[src/rtl/cpu_types_pkg.sv]
// Shared CPU types for the memory stage: control struct, LSU state enum,
// funct3 encodings and the store-side lane helpers.
package cpu_types;

  typedef struct packed {
    logic       mem_read;
    logic       mem_write;
    logic [2:0] mem_funct3;
  } ctrl_t;

  typedef enum logic [1:0] {
    LSU_IDLE = 2'd0,
    LSU_REQ  = 2'd1,
    LSU_RESP = 2'd2
  } lsu_state_t;

  localparam logic [2:0] LB  = 3'b000;
  localparam logic [2:0] LH  = 3'b001;
  localparam logic [2:0] LW  = 3'b010;
  localparam logic [2:0] LBU = 3'b100;
  localparam logic [2:0] LHU = 3'b101;
  localparam logic [2:0] SB  = 3'b000;
  localparam logic [2:0] SH  = 3'b001;
  localparam logic [2:0] SW  = 3'b010;

  // 0 = byte, 1 = half, 2 = word; unused encodings fall into word.
  function automatic logic [1:0] access_size(input logic [2:0] funct3);
    case (funct3[1:0])
      2'b00:   access_size = 2'd0;
      2'b01:   access_size = 2'd1;
      default: access_size = 2'd2;
    endcase
  endfunction

  function automatic logic is_misaligned(input logic [2:0] funct3, input logic [1:0] offset);
    case (access_size(funct3))
      2'd0:    is_misaligned = 1'b0;
      2'd1:    is_misaligned = offset[0];
      default: is_misaligned = (offset != 2'b00);
    endcase
  endfunction

  function automatic logic [3:0] byte_enables(input logic [2:0] funct3, input logic [1:0] offset);
    case (access_size(funct3))
      2'd0:    byte_enables = 4'b0001 << offset;
      2'd1:    byte_enables = offset[1] ? 4'b1100 : 4'b0011;
      default: byte_enables = 4'b1111;
    endcase
  endfunction

  function automatic logic [31:0] lane_replicate(input logic [2:0] funct3, input logic [31:0] data);
    case (access_size(funct3))
      2'd0:    lane_replicate = {4{data[7:0]}};
      2'd1:    lane_replicate = {2{data[15:0]}};
      default: lane_replicate = data;
    endcase
  endfunction

endpackage

[src/rtl/load_extend.sv]
// Load lane select and sign/zero extension of the raw bus word.
module load_extend
  import cpu_types::*;
(
  input  logic [2:0]  funct3,
  input  logic [1:0]  addr,
  input  logic [31:0] rdata,
  output logic [31:0] data
);

  logic [7:0]  byte_lane;
  logic [15:0] half_lane;

  // Pick the addressed lane, then extend according to the load flavour.
  always_comb begin
    case (addr)
      2'b00:   byte_lane = rdata[7:0];
      2'b01:   byte_lane = rdata[15:8];
      2'b10:   byte_lane = rdata[23:16];
      default: byte_lane = rdata[31:24];
    endcase
    half_lane = addr[1] ? rdata[31:16] : rdata[15:0];
    case (funct3)
      LB:      data = {{24{byte_lane[7]}}, byte_lane};
      LH:      data = {{16{half_lane[15]}}, half_lane};
      LBU:     data = {24'd0, byte_lane};
      LHU:     data = {16'd0, half_lane};
      default: data = rdata;
    endcase
  end

endmodule

[src/rtl/load_store_unit.sv]
// MEM-stage load/store unit: drives a req/gnt/rvalid data bus, stalls the
// pipeline while a transaction is outstanding and aborts after MAX_WAIT cycles.
module load_store_unit
  import cpu_types::*;
#(
  parameter int MAX_WAIT = 255
) (
  input  logic        clk,
  input  logic        reset,
  input  ctrl_t       mem_ctrl,
  input  logic [31:0] mem_alu_out,
  input  logic [31:0] mem_store_data,
  output logic        dbus_req,
  output logic        dbus_we,
  output logic [31:0] dbus_addr,
  output logic [3:0]  dbus_be,
  output logic [31:0] dbus_wdata,
  input  logic        dbus_gnt,
  input  logic        dbus_rvalid,
  input  logic [31:0] dbus_rdata,
  output logic [31:0] load_data,
  output logic        mem_stall,
  output logic        misalign_err,
  output logic        bus_err
);

  localparam int CW = (MAX_WAIT < 2) ? 1 : $clog2(MAX_WAIT);
  localparam logic [CW-1:0] LAST_WAIT = CW'(MAX_WAIT - 1);

  lsu_state_t  state, next_state;
  logic [CW-1:0] wait_cnt;
  logic        capture, load_done;
  logic        access, misaligned;
  logic [31:0] cap_addr, cap_wdata;
  logic [3:0]  cap_be;
  logic [2:0]  cap_funct3;
  logic        cap_we;
  logic [31:0] ext_data;

  assign access     = mem_ctrl.mem_read | mem_ctrl.mem_write;
  assign misaligned = is_misaligned(mem_ctrl.mem_funct3, mem_alu_out[1:0]);

  load_extend u_load_extend (
    .funct3 (cap_funct3),
    .addr   (cap_addr[1:0]),
    .rdata  (dbus_rdata),
    .data   (ext_data)
  );

  // Bus drive, stall and next-state decode; completion wins over timeout.
  always_comb begin
    next_state   = state;
    dbus_req     = 1'b0;
    dbus_we      = 1'b0;
    dbus_addr    = 32'd0;
    dbus_be      = 4'd0;
    dbus_wdata   = 32'd0;
    mem_stall    = 1'b0;
    misalign_err = 1'b0;
    bus_err      = 1'b0;
    capture      = 1'b0;
    load_done    = 1'b0;
    case (state)
      LSU_IDLE: begin
        if (access && misaligned) begin
          misalign_err = 1'b1;
        end else if (access) begin
          dbus_req   = 1'b1;
          dbus_we    = mem_ctrl.mem_write;
          dbus_addr  = {mem_alu_out[31:2], 2'b00};
          dbus_be    = byte_enables(mem_ctrl.mem_funct3, mem_alu_out[1:0]);
          dbus_wdata = mem_ctrl.mem_write ?
                       lane_replicate(mem_ctrl.mem_funct3, mem_store_data) : 32'd0;
          capture    = 1'b1;
          if (dbus_gnt && mem_ctrl.mem_write) begin
            next_state = LSU_IDLE;
          end else if (dbus_gnt) begin
            next_state = LSU_RESP;
            mem_stall  = 1'b1;
          end else begin
            next_state = LSU_REQ;
            mem_stall  = 1'b1;
          end
        end else begin
          next_state = LSU_IDLE;
        end
      end
      LSU_REQ: begin
        dbus_req   = 1'b1;
        dbus_we    = cap_we;
        dbus_addr  = {cap_addr[31:2], 2'b00};
        dbus_be    = cap_be;
        dbus_wdata = cap_wdata;
        if (dbus_gnt) begin
          next_state = cap_we ? LSU_IDLE : LSU_RESP;
          mem_stall  = ~cap_we;
        end else if (wait_cnt == LAST_WAIT) begin
          next_state = LSU_IDLE;
          bus_err    = 1'b1;
        end else begin
          mem_stall  = 1'b1;
        end
      end
      LSU_RESP: begin
        if (dbus_rvalid) begin
          next_state = LSU_IDLE;
          load_done  = 1'b1;
        end else if (wait_cnt == LAST_WAIT) begin
          next_state = LSU_IDLE;
          bus_err    = 1'b1;
        end else begin
          mem_stall  = 1'b1;
        end
      end
      default: begin
        next_state = LSU_IDLE;
      end
    endcase
    load_data = load_done ? ext_data : 32'd0;
  end

  // FSM state register.
  always_ff @(posedge clk) begin
    if (reset) begin
      state <= LSU_IDLE;
    end else begin
      state <= next_state;
    end
  end

  // Wait counter: restarts whenever a waiting state is entered.
  always_ff @(posedge clk) begin
    if (reset) begin
      wait_cnt <= '0;
    end else if ((next_state != state) && (next_state != LSU_IDLE)) begin
      wait_cnt <= '0;
    end else if (state != LSU_IDLE) begin
      wait_cnt <= wait_cnt + CW'(1);
    end else begin
      wait_cnt <= '0;
    end
  end

  // Request fields are frozen at issue so the bus sees them stable in REQ.
  always_ff @(posedge clk) begin
    if (reset) begin
      cap_addr   <= 32'd0;
      cap_wdata  <= 32'd0;
      cap_be     <= 4'd0;
      cap_funct3 <= 3'd0;
      cap_we     <= 1'b0;
    end else if (capture) begin
      cap_addr   <= mem_alu_out;
      cap_wdata  <= dbus_wdata;
      cap_be     <= dbus_be;
      cap_funct3 <= mem_ctrl.mem_funct3;
      cap_we     <= mem_ctrl.mem_write;
    end else begin
      cap_addr   <= cap_addr;
      cap_wdata  <= cap_wdata;
      cap_be     <= cap_be;
      cap_funct3 <= cap_funct3;
      cap_we     <= cap_we;
    end
  end

endmodule

[config.mk]
export PLATFORM = sky130hd
export DESIGN_NAME = load_store_unit
export DESIGN_NICKNAME = d
export VERILOG_FILES = /design/src/rtl/cpu_types_pkg.sv /design/src/rtl/load_extend.sv /design/src/rtl/load_store_unit.sv
export SDC_FILE = /design/constraint.sdc
export NUM_CORES = 1
export LEC_CHECK = 0
export BUFFER_PORTS_ARGS = -buffer_cell sky130_fd_sc_hd__buf_2
export CORE_MARGIN = 5
export CORE_UTILIZATION = 49
export DETAILED_ROUTE_END_ITERATION = 7
export PLACE_DENSITY = 0.81
export SYNTH_ARGS = -nofsm -noshare
export SYNTH_HDL_FRONTEND = slang
export SYNTH_HIERARCHICAL = 1
export SYNTH_SLANG_ARGS = --single-unit
[constraint.sdc]
create_clock -name clk -period 2.4 [get_ports clk]
set_input_delay 0.48 -clock clk [delete_from_list [all_inputs] [get_ports clk]]
set_output_delay 0.48 -clock clk [all_outputs]
set_load 0.005 [all_outputs]
==> results.md, run 1 <==
- Status: complete, but fails checks
- Violated checks: setup timing
- Critical Path RT: approximately 1900 ps
- WP data arrival: slightly below 2000 ps
- CTS Root Cell: clkbuf_8
- Die H: between 100 and 150 um
- Post-synthesis async set-or-reset flop share: 0%
- Pleak: 3.45 nW
- Post-synth top area share: roughly a third
- Drt drc: 0
- Distinct cells, synth: between 40 and 50
- Area of the die: approximately 13,000 um^2
- WHS: about 360 ps
- Layout cells sized above 1: 31.6%
- Pwr Density: about 580 nW/um^2
- Routed wire length: between 15 and 20 mm
- Max Transition Viols Final: 0
- Area Overhead vs Synth: 32.8%
- Area contributors post-synth: dfxtp_1 (32%), nand2_1 (15%), a21oi_1 (5.2%)
- Crit-path max cell delay: between 400 and 500 ps
- Worst min-delay path class: input port to flip-flop
- Max Fclk: 0.414 GHz
- Number of global-route vias before repair: approximately 5,300
- Core footprint: between 10,000 and 15,000 um^2
- Worst skew pair latency: 350 ps
- Num Clock Sinks: 82
- Initial antenna violation count: 0
- Starting Density: 50.2%
- RSZ-0062 raised after global routing: yes
- DP Cell Count: approximately 1,100
- R2R Setup Slk: approximately 350 ps
- Iter 0 DRT Violations: between 500 and 600
- Final setup skew: approximately 9.7 ps
- Final design utilization: between 60% and 70%
- Slew Limit Headroom: a little under two thirds
- Syn_area_per_cell: roughly 6.9 um^2
- IO Pins: between 200 and 250
- Final setup viols: 10
- CP Buf/Inv Count: 1
- R2R Path Start: state[1]
- Layout Nets: between 1,000 and 1,500
- Cell taking the most area after synthesis: dfxtp_1
- Max VDD drop: roughly 0.00036 V
- Worst-case clock buffer depth: 2
- Global route total overflow: 0
- Synthesized cell area: around 5200 um^2
- Row count: 37
- Worst Path Class, Setup: flip-flop to output port
- Post-DP HPWL: about 11 mm
- CP startpoint: cap_addr[0]
- IO buf count: around 210
- Via count: 5,939
- Crit path capture type: output port
- CP delay by family, top: simple AND/OR/NAND/NOR gates
- Number of max-cap violations: 0
- Post-Synthesis Cells: roughly 750
- Final hold vios: 0
- Yosys Warn Count: 6
- Hold buffer count at CTS: 0
- Worst Setup Start Kind: flip-flop
- Top FF cell, synth: dfxtp_1
- N_diodes: 0
- Pre-antenna DRT Iters: 6
- Cell mode on critical path: or3_4
- Worst-Margin Slew: roughly 540 ps
- Setup tns final: -97.7 ps
- Antenna viol nets, final: 0
- CP max stage cell: or3_4
- Largest net degree at the start of global routing: 70
- Clk pin slew, worst setup/hold paths: 90 ps
- Non-Filler Instances: between 1,000 and 1,500
- Wirelength per Cell: about 15 um
- Period Utilization, post-route: 101%
- Routability cong.: between 0.8 and 0.9
- Sequential area share after synthesis: between 30% and 40%
- Storage element area: around 1700 um^2
- CTS tree: built
- Levels on crit path: 6
- Setup ws final: -18.2 ps
- Pre-CTS setup slack: -284 ps
- TritonCTS buffer count: 9
- R2R Path End: wait_cnt[2]
- Synth Register Bits: ~80
- Filler cells: 940
- Crit path time final: 2420 ps
- Global-route wire length before repair: around 26 mm
- Top fanout value on the critical path: 5
- DIE WIDTH: about 110 um
- DR vias/cell: around 5.5
- Last element of the critical path: load_data[17]
- Area of the multi-input gates: approximately 3300 um^2
- EDFF count, synth: 0
- H-Tree Depth: 3
- Reg2Reg Depth: 8
- Gr usage total: 23.9%
- CP cell instances: a211oi_2 -> or3_4 -> or3_4 -> o21ai_0 -> and3_1 -> buf_2
## power breakdown
group	internal [mW]	switching [mW]
clock network	0.503	0.569
registers	1.49	0.0739
logic	0.605	0.746
## cells in the mapped netlist (4+ instances only)
cell      count
a211oi_1      4
a21oi_1      54
a221o_1       8
a22o_1       14
a22oi_1       7
a31oi_1       4
and3_1       35
buf_2        16
buf_6         4
clkbuf_1     38
dfxtp_1      82
ha_1          6
inv_1        24
mux2i_1      24
nand2_1     205
nand2b_1      9
nand3_1       6
nor2_1       43
nor2b_1      26
nor3_1       20
nor4_1        8
o21a_1       16
o21ai_0      45
o21ai_1      12
xnor2_1       4
## metal layers
metal	share of wire [%]	vias up	global-route usage, %
met5	0	-	0
met1	43	2720	31.5
li1	-	2928	-
met2	46	255	37.6
met4	2.3	0	8.73
met3	9.0	36	6.25
## worst min-delay path by stage
| stage | startpoint | endpoint | slack, ps | cells after the start |
|---|---|---|---|---|
| detailed placement | cap_addr[30] | cap_addr[30] | 450 | 2 |
| floorplan | cap_addr[10] | cap_addr[10] | 440 | 2 |
| global route | mem_ctrl[2] | cap_funct3[2] | 360 | 3 |
| CTS | mem_ctrl[2] | cap_funct3[2] | 350 | 3 |
| global placement | cap_addr[26] | cap_addr[26] | 440 | 2 |
| finish | mem_ctrl[2] | cap_funct3[2] | 360 | 3 |
## metrics by stage
step | total power, mW | instance area [um^2]
4_1_cts | 3.95 | 6770
6_report | 3.99 | 6860
3_3_place_gp | 2.79 | 6380
3_5_place_dp | 2.80 | 6380
5_1_grt | 4.21 | 6860
2_1_floorplan | 2.34 | 5160
## tightest hold or removal path: cells and delay by family
| kind | cells | cell delay (ps) |
|---|---|---|
| AND/OR/NAND/NOR | 1 | 40 |
| buffers and inverters | 1 | 90 |
| AO/OA/AOI/OAI | 1 | 50 |
## logic make-up (layout without fill, tap and decap cells)
| family | after synthesis | count (layout) | synth area share (%) |
|---|---|---|---|
| AO/OA/AOI/OAI | 176 | 176 | 21.3 |
| XOR/XNOR | 7 | 7 | 1.19 |
| adder cells (fa/ha/maj) | 6 | 6 | 1.45 |
| buffers and inverters | 88 | 283 | 7.59 |
| flip-flops | 82 | 82 | 31.8 |
| multiplexers | 25 | 25 | 4.87 |
| other | 1 | 2 | 0.0727 |
| AND/OR/NAND/NOR | 364 | 366 | 31.8 |
## cells in the final DEF, fill, tap and decap left out, drive strengths merged, types with 7 or more instances in the layout
master / instances
a21oi: 55
a221o: 8
a22o: 14
a22oi: 7
and3: 35
buf: 241
clkbuf: 10
dfxtp: 82
inv: 27
mux2i: 24
nand2: 205
nand2b: 9
nor2: 43
nor2b: 26
nor3: 20
nor4: 8
o21a: 16
o21ai: 57
## cell type report
| type | count | area share [%] |
|---|---|---|
| Clock buffer | 9 | 1.81 |
| Clock inverter | 7 | 1.26 |
| Inverter | 24 | 1.31 |
| Multi-Input combinational cell | 582 | 48.0 |
| Sequential cell | 82 | 24.2 |
| Tap cell | 136 | 2.48 |
| Timing Repair Buffer | 243 | 21.0 |
## timing repair
action	in CTS	in global routing
endpoints found under the setup margin	92	78
cloned	3	1
buffers inserted	3	1
gates resized for setup	37	21
pin swaps	2	3
## sequential cells by signal, summed over array words and instances (netlist names)
| name | count |
|---|---|
| cap_addr | 32 |
| cap_wdata | 32 |
| cap_be | 4 |
| cap_we | 1 |
| cap_funct3 | 3 |
| state | 2 |
| wait_cnt | 8 |
(Power assumes the default switching activity.)
==> run 2, diff against run 1 <==
--- a/config.mk
+++ b/config.mk
@@ -7,10 +7,9 @@
 export LEC_CHECK = 0
 export BUFFER_PORTS_ARGS = -buffer_cell sky130_fd_sc_hd__buf_2
 export CORE_MARGIN = 5
-export CORE_UTILIZATION = 49
+export CORE_UTILIZATION = 48
 export DETAILED_ROUTE_END_ITERATION = 7
 export PLACE_DENSITY = 0.81
 export SYNTH_ARGS = -nofsm -noshare
 export SYNTH_HDL_FRONTEND = slang
-export SYNTH_HIERARCHICAL = 1
 export SYNTH_SLANG_ARGS = --single-unit
==> results.md, run 2 <==
- Status: completed
- DIE WIDTH: 110 um
- IO Pins: 210
- WHS: between 300 and 400 ps
- Post-DP HPWL: roughly 11 mm
- Worst-Margin Slew: about 520 ps
- Most frequent cells in the layout: nand2_1 (223), buf_2 (207), a21oi_1 (90)
- Sequential area share after synthesis: 33.9%
- Gr usage total: about 25%
- Iter 0 DRT Violations: around 380
- Max Transition Viols Final: 0
- Crit path time final: between 2000 and 2500 ps
- DP Cell Count: between 1,000 and 1,500
- Period Utilization, post-route: 96.0%
- Routability cong.: 0.895
- Num Clock Sinks: around 80
- Die H: between 100 and 150 um
- Slew Limit Headroom: 65.2%
- DR vias/cell: about 5.4
- Switching power: roughly 1.1 mW
- Core footprint: 9820 um^2
- Syn_area_per_cell: 6.92 um^2
- Pwr Density: about 540 nW/um^2
- Final hold vios: 0
- Yosys Warn Count: 0
- Placement Cell Area: between 6000 and 7000 um^2
- N_diodes: 0
- Combinational share of power: between 20 and 30%
- P_int: roughly 2.3 mW
- Routed wire length: 15.6 mm
- Pleak: ~3.2 nW
- R2R Setup Slk: approximately 400 ps
- Max Fclk: roughly 0.43 GHz
- EDFF count, synth: 0
- Non-Filler Instances: between 1,000 and 1,500
- Reg2Reg Depth: 7
- Worst min-delay path class: input port to flip-flop
- Wirelength per Cell: approximately 15 um
- Via count: 5,515
- Hold buffer count at CTS: 0
- R2R Path Start: state[0]
- Post-Synthesis Cells: 699
- Final Cell Area: ~6300 um^2
- Commonest non-fill, non-tap cell in the layout: nand2_1
- Pre-antenna DRT Iters: 5
- Number of max-cap violations: 0
- Max VDD drop: 0.000386 V
- Critical Path RT: about 1900 ps
- Synth Register Bits: 82
- Setup ws final: about 96 ps
- Global-route wire length before repair: ~24 mm
- Worst-case clock buffer depth: 2
- Area contributors post-synth: dfxtp_1 (34%), nand2_1 (17%), a21oi_1 (9.3%)
- Post-synthesis async set-or-reset flop share: 0%
- WP data arrival: 1820 ps
- Count leader, synth: nand2_1
- Top FF cell, synth: dfxtp_1
- Top fanout value on the critical path: 5
- Synthesized cell area: a little under 5000 um^2
- Pre-CTS setup slack: ~160 ps
- Sw frac: ~34%
- Drt drc: 0
- Clk pin slew, worst setup/hold paths: 80 ps
- Antenna viol nets, final: 0
- Row count: 36
- Layout cells sized above 1: about 32%
- Crit path capture type: output port
- Starting Density: 49.3%
- Total power: 3.40 mW
- Clock power frac: about a quarter
- Final setup skew: about 6.7 ps
- Post-synth top area share: 33.9%
- CTS Root Cell: clkbuf_8
- Biggest regs: cap_addr (32), cap_wdata (32), wait_cnt (8)
- Cell taking the most area after synthesis: dfxtp_1
- Final design utilization: between 60% and 70%
- IO buf count: 207
- Number of global-route vias before repair: slightly above 5,000
- Area Overhead vs Synth: 30.8%
- Largest net degree at the start of global routing: 72
- Sequential share of power: roughly 45%
- Hold Crit Endpoint: cap_funct3[2]
- Worst Hold Depth: 3
- Global route total overflow: 0
- CTS tree: built
- Commonest cells post-synth: nand2_1 (223), a21oi_1 (90), dfxtp_1 (82)
- Initial antenna violation count: 0
- Worst skew pair latency: 350 ps
- Worst Path Class, Setup: flip-flop to output port
- Distinct cells, synth: about 50
- TritonCTS buffer count: 9
- H-Tree Depth: 3
- Layout Nets: roughly 1,000
- Hold path start: mem_ctrl[2]
- Worst Setup Start Kind: flip-flop
- Final setup viols: 0
- Setup tns final: 0 ps
- Area of the die: between 10,000 and 15,000 um^2
- R2R Path End: wait_cnt[0]
==> run 2: repair_timing <==
item | CTS | global route
pin swaps | 1 | 7
gates cloned | 1 | 0
gates resized for setup | 7 | 23
endpoints found under the setup margin | 65 | 62
buffers inserted | 0 | 4
==> run 2: worst max path at each step <==
stage	endpoint	from	slack, ps
floorplan	mem_stall	state[1]	370
global placement	dbus_wdata[29]	mem_alu_out[0]	200
detailed placement	dbus_addr[31]	mem_alu_out[0]	160
CTS	mem_stall	wait_cnt[0]	-10
global route	mem_stall	wait_cnt[0]	-30
finish	mem_stall	wait_cnt[0]	100
==> run 2: metal layers <==
layer / track usage [%] / up-vias / wire [um]
li1: - / 2729 / -
met1: 30.3 / 2485 / 5940
met2: 40.7 / 265 / 7400
met3: 7.63 / 36 / 1770
met4: 9.59 / 0 / 488
met5: 0 / - / 0
==> run 2: cell families (layout without fill, tap and decap cells) <==
kind of cell	after synthesis	count (layout)	synth area share [%]
fa+ha+maj	6	6	1.55
compound gates	190	190	25.6
mux	21	21	4.37
other cells	1	2	0.0775
xor+xnor	8	8	1.45
flops	82	82	33.9
simple gates	313	313	25.7
buf+inv	78	272	7.40
==> run 2: final cells by class <==
| cell class | instances | area, um^2 |
|---|---|---|
| clock buffers | 11 | 131 |
| flip-flops and latches | 82 | 1660 |
| fillers | 897 | 3490 |
| repair buffers | 237 | 1350 |
| clock inverters | 4 | 28.8 |
| inverters | 20 | 80.1 |
| well taps | 133 | 166 |
| multi-input cells | 540 | 2910 |
==> run 2: worst max-delay path, stage by stage, from the launching register on <==
cell and delay, ps:
dfxtp_4 370, inv_2 70, ha_4 130, nand3_4 70
or2_4 260, a222oi_1 360, nor2_1 80, buf_2 130
==> run 2: power by group through the flow <==
stage                     logic (mW)  registers [mW]  clock network [mW]
after global routing            1.12            1.53               0.967
after detailed placement       0.957            1.54                   0
after CTS                      0.989            1.51               0.900
final                           1.02            1.52               0.870
after global placement         0.952            1.54                   0
after floorplan                0.582            1.52                   0
==> run 3, diff against run 2 <==
--- a/config.mk
+++ b/config.mk
@@ -6,10 +6,10 @@
 export NUM_CORES = 1
 export LEC_CHECK = 0
 export BUFFER_PORTS_ARGS = -buffer_cell sky130_fd_sc_hd__buf_2
-export CORE_MARGIN = 5
-export CORE_UTILIZATION = 48
+export CORE_MARGIN = 2
+export CORE_UTILIZATION = 45
 export DETAILED_ROUTE_END_ITERATION = 7
-export PLACE_DENSITY = 0.81
+export PLACE_DENSITY = 0.76
 export SYNTH_ARGS = -nofsm -noshare
 export SYNTH_HDL_FRONTEND = slang
 export SYNTH_SLANG_ARGS = --single-unit
==> constraint.sdc (replaced) <==
create_clock -name clk -period 3 [get_ports clk]
set_input_delay 0.6 -clock clk [delete_from_list [all_inputs] [get_ports clk]]
set_output_delay 0.6 -clock clk [all_outputs]
set_load 0.005 [all_outputs]
==> results.md, run 3 (synthesis gave the netlist of run 2 again) <==
- TritonCTS buffer count: 9
- IO buf count: about 210
- Routed wire length: around 14 mm
- Placement Cell Area: 5930 um^2
- DR vias/cell: 5.29
- Max Fclk: between 0.3 and 0.4 GHz
- Max VDD drop: slightly below 0.0003 V
- Drt drc: 0
- Starting Density: between 40% and 50%
- R2R Setup Slk: about 760 ps
- Filler cells: around 1,000
- RSZ-0062 raised after global routing: no
- Die H: 108 um
- Most frequent cells in the layout: nand2_1 (223), buf_2 (207), a21oi_1 (90)
- Final setup skew: roughly 11 ps
- Global route total overflow: 0
- Area Overhead vs Synth: 26.6%
- Hold path start: cap_addr[15]
- Pre-antenna DRT Iters: 5
- DIE WIDTH: 108 um
- Biggest regs: cap_addr (32), cap_wdata (32), wait_cnt (8)
- Routability cong.: between 0.8 and 0.9
- Period Utilization, post-route: between 90% and 100%
- Worst skew pair latency: about 360 ps
- Max Transition Viols Final: 0
- Hold Crit Endpoint: cap_addr[15]
- Clk pin slew, worst setup/hold paths: roughly 80 ps
- Final setup viols: 0
- Layout cells sized above 1: roughly 30%
- # Post-CTS Setup Buffers: 0
- Worst-case clock buffer depth: 2
- Core footprint: slightly above 10,000 um^2
- Crit path time final: about 2800 ps
- Pleak: approximately 3.1 nW
- Reg2Reg Depth: 7
- Via count: 5,374
- H-Tree Depth: 3
- Row count: 37
- Final design utilization: approximately 60%
- Number of max-cap violations: 0
- Num Clock Sinks: 82
- Commonest non-fill, non-tap cell in the layout: nand2_1
- R2R Path End: cap_wdata[1]
- Resize count post-CTS: 0
- IO Pins: 210
- N_diodes: 0
- Worst Setup Start Kind: flip-flop
- Worst Hold Depth: 2
- Pwr Density: ~450 nW/um^2
- Setup tns final: 0 ps
- Slew Limit Headroom: 40.7%
- Top fanout value on the critical path: 33
- Status: completed
- Largest net degree at the start of global routing: 45
- Non-Filler Instances: 1,016
- Iter 0 DRT Violations: about 320
- Gr usage total: a little under a quarter
- Hold buffer count at CTS: 0
- Layout Nets: 986
- DP Cell Count: approximately 1,000
- Grt met2 use: 41.6%
- Number of global-route vias before repair: 4,613
- M3 GR Usage: under 10%
- Critical Path RT: about 2400 ps
- Worst-Margin Slew: about 890 ps
- Global-route wire length before repair: 22.2 mm
- CTS Root Cell: clkbuf_8
- CTS tree: built
- Worst Path Class, Setup: flip-flop to output port
- R2R Path Start: state[1]
- Initial antenna violation count: 0
- Grt met1 use: between 20% and 30%
- Most used routing layer: met2
- Worst min-delay path class: flip-flop to flip-flop
- Area of the die: between 10,000 and 15,000 um^2
- Final Cell Area: about 6100 um^2
- Post-DP HPWL: about 11 mm
- Wirelength per Cell: 14.3 um
- WHS: approximately 460 ps
- Antenna viol nets, final: 0
- Final hold vios: 0
- WP data arrival: between 2000 and 2500 ps
- Crit path capture type: output port
## run 3: cell types whose count changed in the layout (fill, tap and decap cells not counted), moves of 2 or more
cell / previous run / this run
buf_4: 22 / 11
dfxtp_1: 74 / 82
dfxtp_2: 5 / 0
dfxtp_4: 3 / 0
inv_1: 17 / 20
buf_6: 2 / 0
ha_1: 3 / 5
ha_4: 2 / 0
inv_4: 2 / 0
## run 3: cell type report
class | instances | area, um^2 | share of cell area [%]
multi-input cells | 540 | 2850 | 46.5
flip-flops and latches | 82 | 1640 | 26.8
repair buffers | 222 | 1200 | 19.6
well taps | 136 | 170 | 2.78
clock buffers | 11 | 131 | 2.14
inverters | 20 | 75.1 | 1.23
clock inverters | 5 | 62.6 | 1.02
## run 3: worst max-delay path, stage by stage (launching register included)
cell and delay [ps]:
dfxtp_1 390, inv_1 120, ha_1 270, o21ai_1 140
nor2_2 350, buf_12 240, nand2_1 100, nand2_1 80
buf_2 110
## run 3: stage by stage
step	power, mW	worst slack (ps)
final	2.77	236
after global routing	2.92	65.8
after CTS	2.78	217
after detailed placement	1.98	327
after global placement	1.98	340
after floorplan	1.69	842
## run 3: worst max path at each step
stage	startpoint	end	slack [ps]	cells after the start
2_1_floorplan	mem_ctrl[1]	dbus_wdata[18]	840	5
3_3_place_gp	mem_alu_out[0]	dbus_addr[8]	340	8
6_report	state[1]	dbus_addr[8]	240	8
5_1_grt	state[1]	dbus_addr[30]	70	8
4_1_cts	state[1]	dbus_addr[29]	220	8
3_5_place_dp	mem_alu_out[0]	dbus_wdata[10]	330	6
## run 3: metal layers
layer / vias to the layer above / part of all wire (%)
li1: 2697 / -
met1: 2416 / 42
met5: - / 0
met4: 0 / 2.5
met2: 235 / 48
met3: 26 / 7.2
## run 3: report_power, final
| group | leakage [nW] | internal (mW) | switching [mW] |
|---|---|---|---|
| registers | 0.670 | 1.16 | 0.0468 |
| logic | 2.36 | 0.303 | 0.448 |
| clock network | 0.0901 | 0.390 | 0.417 |
